### src/rtl/debug_dump_tx.sv
// rtl/debug_dump_tx.sv - streams PC, register file and data memory to the UART TX after a halt
// Word order: PC, regs 0..NUM_REGS-1, mem 0..NUM_MEM-1; each word LSB first.
module debug_dump_tx #(
  parameter int DATA_WIDTH      = 32,
  parameter int DATA_WIDTH_UART = 8,
  parameter int NUM_REGS        = 32,
  parameter int NUM_MEM         = 32
) (
  input  logic                       i_clock,
  input  logic                       i_reset,
  input  logic                       i_start,
  input  logic [DATA_WIDTH-1:0]      i_pc,
  output logic [4:0]                 o_reg_addr,
  input  logic [DATA_WIDTH-1:0]      i_reg_data,
  output logic [4:0]                 o_mem_addr,
  input  logic [DATA_WIDTH-1:0]      i_mem_data,
  output logic [DATA_WIDTH_UART-1:0] o_tx_byte,
  output logic                       o_tx_signal,
  input  logic                       i_tx_available,
  input  logic                       i_tx_done,
  output logic                       o_busy,
  output logic                       o_done
);

  localparam int         BYTES     = DATA_WIDTH / DATA_WIDTH_UART;
  localparam logic [1:0] LAST_BYTE = 2'(BYTES - 1);
  localparam logic [6:0] LAST_REG  = 7'(NUM_REGS);
  localparam logic [6:0] FIRST_MEM = 7'(NUM_REGS + 1);
  localparam logic [6:0] LAST_IDX  = 7'(NUM_REGS + NUM_MEM);

  typedef enum logic [2:0] {
    ST_IDLE, ST_FETCH, ST_LATCH, ST_SEND, ST_WAIT, ST_DONE
  } state_t;

  state_t                state, state_next;
  logic [6:0]            idx, idx_next;
  logic [1:0]            bcnt, bcnt_next;
  logic [DATA_WIDTH-1:0] shift;
  logic [4:0]            reg_addr_next, mem_addr_next;
  logic                  reg_sel_next, mem_sel_next, reg_sel, mem_sel;

  assign reg_addr_next = 5'(idx_next - 7'd1);
  assign mem_addr_next = 5'(idx_next - FIRST_MEM);
  assign reg_sel_next  = (idx_next != 7'd0) && (idx_next <= LAST_REG);
  assign mem_sel_next  = (idx_next >= FIRST_MEM);
  assign reg_sel       = (idx != 7'd0) && (idx <= LAST_REG);
  assign mem_sel       = (idx >= FIRST_MEM);

  always_comb begin
    state_next = state;
    idx_next   = idx;
    bcnt_next  = bcnt;
    case (state)
      ST_IDLE: begin
        if (i_start) begin
          idx_next   = 7'd0;
          bcnt_next  = 2'd0;
          state_next = ST_FETCH;
        end
      end
      ST_FETCH: state_next = ST_LATCH;
      ST_LATCH: state_next = ST_SEND;
      ST_SEND: begin
        if (i_tx_available) state_next = ST_WAIT;
      end
      ST_WAIT: begin
        if (i_tx_done) begin
          if (bcnt != LAST_BYTE) begin
            bcnt_next  = bcnt + 2'd1;
            state_next = ST_SEND;
          end else if (idx != LAST_IDX) begin
            idx_next   = idx + 7'd1;
            bcnt_next  = 2'd0;
            state_next = ST_FETCH;
          end else begin
            state_next = ST_DONE;
          end
        end
      end
      ST_DONE: state_next = ST_IDLE;
      default: state_next = ST_IDLE;
    endcase
  end

  // Addresses are set on entry to FETCH so synchronous read data is ready in LATCH.
  always_ff @(posedge i_clock or negedge i_reset) begin
    if (!i_reset) begin
      state      <= ST_IDLE;
      idx        <= 7'd0;
      bcnt       <= 2'd0;
      shift      <= '0;
      o_reg_addr <= 5'd0;
      o_mem_addr <= 5'd0;
    end else begin
      state <= state_next;
      idx   <= idx_next;
      bcnt  <= bcnt_next;
      if (state == ST_LATCH) begin
        if (mem_sel)      shift <= i_mem_data;
        else if (reg_sel) shift <= i_reg_data;
        else              shift <= i_pc;
      end else if (state == ST_WAIT && i_tx_done && bcnt != LAST_BYTE) begin
        shift <= shift >> DATA_WIDTH_UART;
      end
      if (state_next == ST_FETCH) begin
        if (reg_sel_next)      o_reg_addr <= reg_addr_next;
        else if (mem_sel_next) o_mem_addr <= mem_addr_next;
      end
    end
  end

  assign o_tx_byte   = shift[DATA_WIDTH_UART-1:0];
  assign o_tx_signal = (state == ST_SEND) && i_tx_available;
  assign o_busy      = (state != ST_IDLE);
  assign o_done      = (state == ST_DONE);

endmodule
### config.mk
export PLATFORM = sky130hd
export DESIGN_NAME = debug_dump_tx
export DESIGN_NICKNAME = d
export VERILOG_FILES = /design/src/rtl/debug_dump_tx.sv
export SDC_FILE = /design/constraint.sdc
export NUM_CORES = 1
export LEC_CHECK = 0
export CORE_ASPECT_RATIO = 1.1
export CORE_UTILIZATION = 31
export DETAILED_ROUTE_END_ITERATION = 10
export PLACE_DENSITY_LB_ADDON = 0.08
export SYNTH_ARGS = -nofsm -noshare
export SYNTH_HDL_FRONTEND = slang
export SYNTH_SLANG_ARGS = --single-unit
### constraint.sdc
create_clock -name i_clock -period 3.7 [get_ports i_clock]
set_clock_uncertainty 0.15 [all_clocks]
set_input_delay 0.74 -clock i_clock [delete_from_list [all_inputs] [get_ports i_clock]]
set_output_delay 0.74 -clock i_clock [all_outputs]
set_load 0.01 [all_outputs]
==> out/results.ini <==
[power]
p_int_uw=1622
irDropWorstVdd_uv=193.7
p_sw_uw=1027
p_seq_frac=0.345
power.density_nw_per_um2=534.9
comb_power_share=0.452
p_leak_uw=0.002298
switching_share=0.3877
clock_power_share=0.203

[route]
drc=0
routed_wl_um=8988
drt_iter0_drc=116
num_vias=3067
final_antenna_net_count=0
first_pass_iters=4
wl_per_cell_um=14.00
viasPerCell=4.777

[worst_setup_path]
reg2reg_depth=11
worstReg2RegStart=idx[0]
worstPathArrival_ps=3420
cp-end-kind=flip-flop
r2r_slack_ps=610
crit_family=compound AO/OA/AOI/OAI gates
start_kind=primary input
cp.required_ps=3730
cp_num_buf_inv=1
path_max_fanout=6
critPathSlowestCell=clkdlybuf4s50_1
startpoint=i_tx_done
endpoint=o_reg_addr[2]
cp.depth=9
worstSetupPathType=primary input to flip-flop
cp_cell_sequence=clkdlybuf4s50_1, nand2_1, a211o_1, a32oi_1, ha_1, nor4b_4, and3_1, o21a_4, mux2_4
timing.rr.end=o_reg_addr[2]
crit_path_max_incr_delay_ps=570

[yosys]
syn_inst=390
synth_area_per_cell_sq_um=8.877
syn_area_sq_um=3462
syn-num-nets=497
yosys_warnings=0
synth_async_sr_flop_share=1.000
synth_edf_count=0
yosys.cell_types.count=51
yosysSeqAreaShare=0.3903
synth_seq_cells=54
synth_ff_type=dfrtp_1

[grt]
grt_pass1_wl_um=14540
antenna_found_initial=0
grt_max_degree=65
grt-ovfl-total=0
globalRouteTotalUtil=0.1600
first_global_vias=2975

[die]
fp.dieW_um=102.8
rows=40
core_sq_um=10910
start_util=0.3173
fp.dieH_um=112.8
dieArea_sq_um=11590
io_pins=122

[clock_tree]
post_cts_resized=0
cts.sinks=54
post_cts_buffers=0
cts_buffer_depth=2
cts_hold_buf=0
clkTransAtPathRegs_ps=70
clockRootBuffer=clkbuf_16
cts_buffers=5
cts_tree=built
cts_max_level=2
clkLatencyLatePin_ps=300

[layout]
multi_input_area_sq_um=1911
fin_nets=601
final_cell_mix=clkdlybuf4s50_1, dfrtp_1, nand2_1, o21ai_0
diodes=0
layout_commonest_cell=clkdlybuf4s50_1
seq_area_sq_um=1351
syn2layout_area_growth_pct=43.08
layout-drive-gt1-share=0.08687
fillers=1140
stdcell_count=642
postLayoutCoreUtil=0.4540

[flow_run]
cap_viol_max_count=0

[worst_hold_path]
hold_path_class=primary input to async pin

[timing]
relSlewSlack=0.5143
worstMarginPinSlew_ps=728.5
hold_viol=0
fin_crit_sh=0.9155
setup_viol=0
fin_tns_setup_ps=0
finalMaxSlewViolations=0
max_freq_ghz=0.2952
rsz0062_at_grt=no
setup_ws_ps=312.7
min_period_ps=3387

[place]
routabilityCongestion=0.8323
post-place-ws_ps=-10.57
place.port_buffers=121
place_hpwl_um=6854
place_inst=634

[run_status]
status=finished, final reports clean

## worst register-to-register path: stages (launching register included)
cell	delay, ps
dfrtp_1	480
inv_1	90
ha_1	140
nor4b_4	370
a21oi_2	130
mux2i_1	170
o21a_2	180
ha_1	220
nor4b_4	330
and3_1	230
o21a_4	180
mux2_4	300
## area by class of cell
cell class	count	share of cell area
Clock buffer	6	0.02602
Clock inverter	2	0.007578
Inverter	14	0.01061
Multi-Input combinational cell	287	0.3857
Sequential cell	54	0.2728
Tap cell	147	0.03713
Timing Repair Buffer	132	0.2602
## metrics by stage
stage	cell area, sq um	hold slack, ps	power [uW]
5_1_grt	4954	316.9	2893
3_5_place_dp	4787	320.6	2148
6_report	4954	278.2	2650
2_1_floorplan	3462	294.4	1740
4_1_cts	4954	295.5	2695
3_3_place_gp	4787	313.0	2126
## power by group through the flow
stage	Sequential (uW)	Combinational [uW]	Clock, uW
2_1_floorplan	882	858	0
3_3_place_gp	922	1200	0
3_5_place_dp	929	1220	0
4_1_cts	918	1220	554
5_1_grt	943	1370	578
6_report	915	1200	537
## kinds of logic (layout without fill, tap and decap cells)
kind of cell               Yosys count  in the layout  share of synthesized area
AOI/OAI and AO/OA                  119            119                     0.2176
xor gates and xnor gates             5              5                    0.01265
muxes                               44             44                     0.1348
adders and majority gates            6              6                    0.02168
and+or+nand+nor                    113            113                     0.1576
DFF                                 54             54                     0.3903
buffers and inverters               49            154                    0.06541
## sequential cells by signal, indices dropped and copies added (netlist names)
register,cells
shift,32
o_mem_addr,5
idx,7
o_reg_addr,5
bcnt,2
state,3
## cells in the mapped netlist, types with 2 or more instances
cell,number,area share
o2bb2ai_1,2,0.0051
nor3_1,6,0.0087
a211oi_1,24,0.052
mux2_1,4,0.013
buf_4,8,0.017
dfrtp_1,54,0.39
and3_1,2,0.0036
a31o_2,3,0.0076
nand3_1,7,0.010
buf_2,4,0.0058
ha_1,6,0.022
mux2_4,4,0.017
a21oi_2,2,0.0051
clkbuf_1,22,0.024
mux2i_1,35,0.10
o21ai_0,36,0.052
inv_1,13,0.014
nor4b_4,2,0.014
a21oi_1,31,0.045
o22ai_1,8,0.014
nor2_1,35,0.038
nor2b_1,2,0.0036
xnor2_1,4,0.010
nand2_1,49,0.053
## how the worst min path moves through the flow
stage / from / to / slack [ps] / cells after the start
floorplan: i_reset / bcnt[0] / 290 / 0
global placement: shift[3] / shift[3] / 310 / 2
detailed placement: shift[3] / shift[3] / 320 / 2
CTS: i_reset / shift[4] / 300 / 1
global route: i_reset / shift[4] / 320 / 1
finish: i_reset / shift[4] / 280 / 1
## metal layers
| layer | global-route usage | share of wire | up-vias |
|---|---|---|---|
| met4 | 0.04883 | 0.013 | 0 |
| li1 | - | - | 1585 |
| met1 | 0.2182 | 0.46 | 1390 |
| met5 | 0 | 0 | - |
| met2 | 0.2516 | 0.47 | 85 |
| met3 | 0.03521 | 0.061 | 7 |
No activity file was read; power rests on OpenSTA's default activity.
